### src/rtl/cond_unit_pkg.sv
// Shared condition-code encodings and NZCV bit positions for the condition unit.
// Flag bit order matches the ALU flag bus {N,Z,C,V}.
package cond_unit_pkg;

    localparam logic [3:0] COND_EQ = 4'b0000;
    localparam logic [3:0] COND_NE = 4'b0001;
    localparam logic [3:0] COND_CS = 4'b0010;
    localparam logic [3:0] COND_CC = 4'b0011;
    localparam logic [3:0] COND_MI = 4'b0100;
    localparam logic [3:0] COND_PL = 4'b0101;
    localparam logic [3:0] COND_VS = 4'b0110;
    localparam logic [3:0] COND_VC = 4'b0111;
    localparam logic [3:0] COND_HI = 4'b1000;
    localparam logic [3:0] COND_LS = 4'b1001;
    localparam logic [3:0] COND_GE = 4'b1010;
    localparam logic [3:0] COND_LT = 4'b1011;
    localparam logic [3:0] COND_GT = 4'b1100;
    localparam logic [3:0] COND_LE = 4'b1101;
    localparam logic [3:0] COND_AL = 4'b1110;
    localparam logic [3:0] COND_NV = 4'b1111;

    localparam int FLAG_N = 3;
    localparam int FLAG_Z = 2;
    localparam int FLAG_C = 1;
    localparam int FLAG_V = 0;

endpackage

### src/rtl/cond_unit_check.sv
// Combinational condition evaluator: condition field plus NZCV flags -> pass/fail.
// The reserved 1111 encoding is treated as always.
module cond_check
    import cond_unit_pkg::*;
(
    input  logic [3:0] cond,
    input  logic [3:0] flags,
    output logic       condok
);

    logic n, z, c, v;

    assign n = flags[FLAG_N];
    assign z = flags[FLAG_Z];
    assign c = flags[FLAG_C];
    assign v = flags[FLAG_V];

    always_comb begin
        condok = 1'b1;
        case (cond)
            COND_EQ: condok = z;
            COND_NE: condok = ~z;
            COND_CS: condok = c;
            COND_CC: condok = ~c;
            COND_MI: condok = n;
            COND_PL: condok = ~n;
            COND_VS: condok = v;
            COND_VC: condok = ~v;
            COND_HI: condok = c & ~z;
            COND_LS: condok = ~c | z;
            COND_GE: condok = (n == v);
            COND_LT: condok = (n != v);
            COND_GT: condok = ~z & (n == v);
            COND_LE: condok = z | (n != v);
            default: condok = 1'b1;
        endcase
    end

endmodule

### src/rtl/cond_unit.sv
// Flag register, latched condition result and write-enable gating for the multicycle core.
// Also keeps a saturating count of condition-failed instructions for debug.
module cond_unit
    import cond_unit_pkg::*;
#(
    parameter int CNT_W = 16
) (
    input  logic             clk,
    input  logic             reset,
    input  logic [3:0]       Cond,
    input  logic [3:0]       ALUFlags,
    input  logic [1:0]       FlagW,
    input  logic             CondLatch,
    input  logic             PCS,
    input  logic             NextPC,
    input  logic             RegW,
    input  logic             MemW,
    output logic             PCWrite,
    output logic             RegWrite,
    output logic             MemWrite,
    output logic [3:0]       Flags,
    output logic             CondEx,
    output logic [CNT_W-1:0] CondFailCnt
);

    logic condok;

    cond_check u_cond_check (
        .cond   (Cond),
        .flags  (Flags),
        .condok (condok)
    );

    // Flag writes are qualified by the CondEx value held before this edge,
    // so a same-cycle CondLatch cannot affect its own instruction's flag write.
    always_ff @(posedge clk or posedge reset) begin
        if (reset) begin
            Flags       <= 4'b0000;
            CondEx      <= 1'b0;
            CondFailCnt <= '0;
        end else begin
            if (FlagW[1] && CondEx) begin
                Flags[FLAG_N] <= ALUFlags[FLAG_N];
                Flags[FLAG_Z] <= ALUFlags[FLAG_Z];
            end
            if (FlagW[0] && CondEx) begin
                Flags[FLAG_C] <= ALUFlags[FLAG_C];
                Flags[FLAG_V] <= ALUFlags[FLAG_V];
            end
            if (CondLatch) begin
                CondEx <= condok;
            end
            if (CondLatch && !condok && (CondFailCnt != {CNT_W{1'b1}})) begin
                CondFailCnt <= CondFailCnt + CNT_W'(1);
            end
        end
    end

    // Reset kills write enables immediately, including the unconditional fetch increment.
    assign PCWrite  = ~reset & ((PCS & CondEx) | NextPC);
    assign RegWrite = ~reset & RegW & CondEx;
    assign MemWrite = ~reset & MemW & CondEx;

endmodule

### config.mk
export PLATFORM = sky130hd
export DESIGN_NAME = cond_unit
export DESIGN_NICKNAME = d
export VERILOG_FILES = /design/src/rtl/cond_unit_pkg.sv /design/src/rtl/cond_unit_check.sv /design/src/rtl/cond_unit.sv
export SDC_FILE = /design/constraint.sdc
export NUM_CORES = 1
export LEC_CHECK = 0
export CAP_MARGIN = 10
export CORE_MARGIN = 2
export CORE_UTILIZATION = 41
export CTS_CLUSTER_SIZE = 12
export DETAILED_ROUTE_END_ITERATION = 10
export PLACE_DENSITY_LB_ADDON = 0.12
export SYNTH_ARGS = -nofsm -noshare
export SYNTH_HDL_FRONTEND = slang
export SYNTH_SLANG_ARGS = --single-unit
### constraint.sdc
create_clock -name clk -period 2.05 [get_ports clk]
set_input_delay 0.3075 -clock clk [delete_from_list [all_inputs] [get_ports clk]]
set_output_delay 0.3075 -clock clk [all_outputs]
set_load 0.1 [all_outputs]
==> results of run 1 <==
[synth_stat cells (all sizes together)]
library cell,number,area (sq um)
or4,2,18.77
nand3,6,30.03
o22ai,1,12.51
mux2i,3,30.03
and2,1,6.260
inv,4,15.01
and4,1,8.760
nor3,6,50.05
nand3b,2,15.01
o21ai,1,5.000
xor2,14,122.6
o21a,1,7.510
o311ai,1,26.28
buf,2,16.26
nand2b,1,6.260
o31ai,1,12.51
dfrtp,21,525.5
o311a,1,10.01
nand2,7,28.78
o41ai,1,8.760
xnor2,3,26.28
nor3b,3,27.52
nand4,2,12.51
or3,2,12.51
nor4b,1,8.760
mux2,5,60.05
ha,1,12.51
and4b,1,10.01
nor4,5,37.53
and3,2,12.51
nor2,7,28.78
a21oi,2,10.01
or4b,1,10.01
or2,1,6.260
[power groups by stage]
| stage | clock network (W) | registers (W) | logic, W |
|---|---|---|---|
| 6_report | 0.000207 | 0.000714 | 0.00149 |
| 3_5_place_dp | 0 | 0.000714 | 0.00140 |
| 4_1_cts | 0.000217 | 0.000706 | 0.00141 |
| 3_3_place_gp | 0 | 0.000706 | 0.00139 |
| 5_1_grt | 0.000231 | 0.000735 | 0.00155 |
| 2_1_floorplan | 0 | 0.00145 | 0.000334 |
[placed cells by master (no fill, tap or decap), types with 4 or more instances in the layout]
master           netlist  layout
buf_4                  0      32
xor2_1                14      14
dfrtp_2                0      12
clkdlybuf4s50_1        0      12
dfrtp_4                0       8
nand2_1                6       6
nor2_1                 6       5
nand3_1                6       5
inv_1                  4       4
nor3_2                 4       4
mux2_2                 4       4
[worst min-delay path: stages]
cell,delay [ns]
clkdlybuf4s50_1,0.46
inv_1,0.11
buf_4,0.28
[repair_timing]
item | 4_1_cts | 5_1_grt
endpoints found under the setup margin | 2 | 12
gates resized for setup | 3 | 14
pin swaps | 1 | 8
setup buffers | 2 | 4
hold buffers | 0 | 0
[routing by layer]
layer	vias up	track usage [%]	share of wire (%)
met4	0	3.896	0.99
met1	509	21.18	43
met3	4	4.396	5.2
met2	25	28.89	50
li1	519	-	-
met5	-	0	0
[cells by family (layout without fill, tap and decap cells)]
family	after synthesis	in the layout
xor gates and xnor gates	17	17
buffers and inverters	6	61
and+or+nand+nor	51	51
DFF	21	21
muxes	8	8
AOI/OAI and AO/OA	9	9
adders and majority gates	1	1
[registers in the layout, summed over array words and instances, names as in the netlist]
register	count
CondEx	1
CondFailCnt	16
Flags	4
[metrics by stage]
| step | total power [W] | worst slack, ns |
|---|---|---|
| 2_1_floorplan | 0.001780 | 0.002073 |
| 3_3_place_gp | 0.002094 | -0.3076 |
| 3_5_place_dp | 0.002110 | -0.4144 |
| 4_1_cts | 0.002335 | 0.003414 |
| 5_1_grt | 0.002512 | -0.05795 |
| 6_report | 0.002408 | 0.02636 |
[final cells by class]
class                   instances  area, sq um
clock inverters                 1        7.507
flip-flops and latches         21        570.5
inverters                       4        15.01
well taps                      31        38.79
fillers                       222        893.4
multi-input cells              86        772.0
repair buffers                 53        485.5
clock buffers                   3        22.52
[how the worst min path moves through the flow]
stage / startpoint / to / slack [ns] / cells after the start
after floorplan: reset / CondEx / 0.29 / 1
after global placement: CondFailCnt[15] / CondFailCnt[15] / 0.47 / 1
after detailed placement: CondFailCnt[4] / CondFailCnt[4] / 0.49 / 1
after CTS: reset / CondFailCnt[0] / 0.45 / 3
after global routing: reset / CondFailCnt[0] / 0.47 / 3
final: reset / CondFailCnt[5] / 0.45 / 3
==> metrics.csv, run 1 <==
metric;value;unit
outcome;finished with violations;
violations;design-rule violations;
r2r_cells;7;
avgViaCountPerCell;5.312;
endpoint_kind;register;
ir_drop;0.001190;V
grt_overflow_total;0;
yosysUniqueCellTypes;42;
drt-total-wl;2829;microns
synth_warnings;0;
p_int;0.001053;W
hold_viol_final;0;
drc_errors;3;
tns;0;ns
crit_end;CondFailCnt[1];
sequentialPowerShare;29.7;%
final_core_util;68.15;%
worstSetupStartpointType;register;
synth_nets;131;
layout-area-overhead-vs-synth;55.28;%
critPathMaxStageDelay;0.53;ns
core;2805;sq um
grt_max_degree;22;
slowest_stage;dfrtp_4;
whs;0.4525;ns
finalSetupViolations;0;
arrival;2.23;ns
port_buffers;40;
synthMuxAreaShare;7.317;%
synth_compound_area_share;7.520;%
drtIter0Drc;36;
design_area;1912;sq um
num_rows;19;
initial_core_util;43.89;%
die-area;3457;sq um
syn_area_per_cell;10.90;sq um
dpl_cell_area;1753;sq um
crit_fanout;7;
crit_buf_inv;1;
fin_crit;2.024;ns
cp.required;2.26;ns
wl_per_cell;14.22;microns
rrSetupSlack;0.03;ns
yosys.area_share.simple;26.83;%
cts_root_buf;clkbuf_4;
timing.rr.start;Flags[0];
worstReg2RegEnd;CondFailCnt[1];
min_period_over_period;98.71;%
cts.sinks;21;
hold_class;primary input to async pin;
p_sw_share;56.29;%
antenna_found_initial;0;
critical_path_class;register to register;
skew;0.003373;ns
pwr-share-clk;8.6;%
synth-xor-area-share;12.09;%
ios;41;
slew_viol_final;0;
first_pass_iters;7;
numCtsBuffers;3;
clockBufferDepth;2;
tritoncts;built;
drive_gt1_share;54.17;%
switchingPower;0.001356;W
place_congestion;0.7796;
syn_area;1231;sq um
die_h;58.80;microns
maxCapViolations;0;
dp_hpwl;2118;microns
crit_chain;xor2_1, o22ai_2, xnor2_2, o311ai_4, buf_4, nor2_2, mux2_4;
instances_no_fill;199;
crit_start;Flags[0];
place_inst;189;
pwr-share-comb;61.8;%
clock_latency;0.31;ns
grt.total_usage;16.83;%
clkTransAtPathRegs;0.12;ns
rsz0062_at_grt;yes;
p_leak;0.8153;nW
synthCells;113;
grt_pass1_vias;984;
seq_area_frac_synth;42.68;%
synthAdderAreaFrac;1.016;%
fmax;494.2;MHz
cp.depth;7;
worstMarginPinSlew;0.4280;ns
htree_levels;1;
vias;1057;
synth_seq_cells;21;
synth_top_family_by_area;simple AND/OR/NAND/NOR gates;
relSlewSlack;71.40;%
nets;187;
diodes;0;
grt_pass1_wl;4436;microns
fp.dieW;58.80;microns
cp_top_family;flip-flops;
powerDensity;1260;nW/um^2
antenna_left;0;
Note: power is estimated with default switching activity, not from simulation.
==> run 2, diff against run 1 <==
Settings changed: CTS_CLUSTER_SIZE 12 to 40.
==> results of run 2 <==
Final layout, timing and power as in run 1 (identical DEF).
==> run 3, diff against run 2 <==
Settings changed: CORE_UTILIZATION 41 to 45.
Clock period 2.05 ns to 1.9 ns, I/O delays scaled along.
==> run 3 against run 2 <==
Effect of this change:
- the run ends with negative setup slack left
- wire length rose by 9.4%
- power rose by 13%
- clock skew rose by 0.0024 ns
- final cell count rose by 3.0%
- sequential share of layout area fell by 0.91 points
- critical path type unchanged
- critical endpoint is now CondFailCnt[15]
- largest cell class unchanged
- largest power group unchanged
==> metrics.csv, run 3 (synthesized netlist as in run 1, its figures left out) <==
metric;value;unit;change
slew_viol_final;0;;unchanged
critPathMaxStageDelay;0.59;ns;+0.06 ns
avgViaCountPerCell;5.376;;+1.2%
fmax;509.4;MHz;+3.1%
final_cell_mix;38 x buf_4, 14 x xor2_1, 12 x dfrtp_4, 12 x clkdlybuf4s50_1, 9 x dfrtp_2;;
grt.total_usage;20.54;%;+3.7 points
worstMarginPinSlew;0.4545;ns;+0.02649 ns
cts.sinks;21;;unchanged
r2r_cells;6;;-1
finalSetupViolations;5;;+5
reg_top3;CondFailCnt: 16 flops, Flags: 4 flops, CondEx: 1 flops;;
core;2545;sq um;-9.3%
cp_top_family;simple AND/OR/NAND/NOR gates;;
crit_fanout;5;;-2
die-area;3170;sq um;-8.3%
drc_errors;0;;-3
antenna_left;0;;unchanged
grt_pass1_vias;1094;;+11%
whs;0.4155;ns;-0.03702 ns
rsz0062_at_grt;yes;;
layout_setup_ws;-0.06297;ns;-0.08933 ns
arrival;2.20;ns;-0.03 ns
clockBufferDepth;2;;unchanged
numCtsBuffers;3;;unchanged
clkTransAtPathRegs;0.11;ns;about the same
tritoncts;built;;
cts.hold.buffers_added;0;;unchanged
num_rows;18;;-1
timing.rr.start;CondFailCnt[1];;
fin_crit;1.963;ns;-0.06067 ns
final_common_cell;buf_4;;
rrSetupSlack;-0.06;ns;-0.09 ns
maxCapViolations;0;;unchanged
cp.required;2.14;ns;-0.12 ns
worstSetupStartpointType;register;;
dp_hpwl;2466;microns;+16%
die_h;56.31;microns;-4.2%
nets;194;;+3.7%
p_leak;0.8522;nW;+4.5%
grt_max_degree;22;;unchanged
grt_overflow_total;0;;unchanged
place_inst;196;;+3.7%
hold_class;primary input to async pin;;
initial_core_util;48.38;%;+4.5 points
instances_no_fill;205;;+3.0%
outcome;finished with violations;;
hold_viol_final;0;;unchanged
drive_gt1_share;57.14;%;+3.0 points
multi_input_area;807.0;sq um;+4.5%
layout-area-overhead-vs-synth;63.31;%;
violations;negative setup slack;;
crit_chain;ha_4, nand3_2, nor2_1, or4_4, nor4_4, xor2_1;;
vias;1102;;+4.3%
clock_latency;0.31;ns;about the same
largest_reg_flops;16;;unchanged
slowest_stage;or4_4;;
endpoint_kind;register;;
drtIter0Drc;34;;-5.6%
fin_total_pwr;0.002718;W;+13%
worstReg2RegEnd;CondFailCnt[15];;
place_ws;-0.5428;ns;-0.1284 ns
cts_root_buf;clkbuf_4;;
powerDensity;1352;nW/um^2;+7.3%
regArea;581.8;sq um;+2.0%
fillCellCount;180;;-19%
port_buffers;40;;unchanged
largest_register;CondFailCnt;;
grt_pass1_wl;5133;microns;+16%
htree_levels;1;;unchanged
place_congestion;0.8316;;+6.7%
ir_drop;0.001627;V;+37%
wl_per_cell;15.09;microns;+6.2%
critical_path_class;register to register;;
ios;41;;unchanged
crit_buf_inv;0;;-1
min_period_over_period;103.3;%;+4.6 points
drt-total-wl;3094;microns;+9.4%
fp.dieW;56.31;microns;-4.2%
diodes;0;;unchanged
first_pass_iters;4;;-3
relSlewSlack;69.63;%;-1.8 points
skew;0.005730;ns;+0.002357 ns
antenna_found_initial;0;;unchanged
run 3: cell count changes in the layout (fill, tap and decap cells not counted), sizes merged:
| cell | previous run | this run |
|---|---|---|
| dlymetal6s2s | 2 | 0 |
| buf | 37 | 44 |
| dlygate4sd2 | 2 | 4 |
| clkbuf | 3 | 4 |
| clkinvlp | 1 | 0 |
run 3: tightest hold or removal path: stages:
cell,delay [ns]
clkdlybuf4s50_1,0.46
inv_1,0.10
buf_4,0.28
run 3: layout make-up:
class / instances / share of cell area [%]
flip-flops and latches: 21 / 28.94
clock buffers: 4 / 1.307
well taps: 30 / 1.867
inverters: 4 / 0.7467
multi-input cells: 86 / 40.14
repair buffers: 60 / 27.01
run 3: timing repair:
action,in CTS,in global routing
pin swaps,8,10
setup endpoints to repair,13,16
resized for setup,9,10
buffers inserted,2,3
run 3: per-stage QoR:
step	TNS [ns]	instance area, sq um	utilization, %
after floorplan	-1.152	1345	-
after global placement	-5.347	1869	73.45
after detailed placement	-6.634	1869	73.45
after CTS	-0.2224	1934	76.01
after global routing	-1.262	2011	79.01
final	-0.1360	2011	79.01
run 3: worst max-delay path by stage:
stage	from	to	slack [ns]	cells after the start
CTS	Flags[0]	CondFailCnt[8]	-0.04	7
detailed placement	Cond[2]	CondFailCnt[4]	-0.54	8
global placement	Cond[2]	CondFailCnt[4]	-0.41	8
finish	CondFailCnt[1]	CondFailCnt[15]	-0.06	6
floorplan	Flags[0]	CondFailCnt[2]	-0.12	7
global route	Flags[2]	CondFailCnt[4]	-0.15	7
run 3: routing by layer:
layer	wire length [microns]	global-route usage [%]	part of all wire [%]
met5	0	0	0
met4	22	3.401	0.71
met3	109	4.839	3.5
met2	1663	37.14	54
met1	1298	25.11	42
run 3: where the power goes:
part,leakage (nW),total [W],switching [W],internal [W]
logic,0.607,0.00172,0.00119,0.000533
clock network,0.0150,0.000216,0.000134,0.0000821
registers,0.231,0.000780,0.000164,0.000616
total,0.852,0.00272,0.00149,0.00123
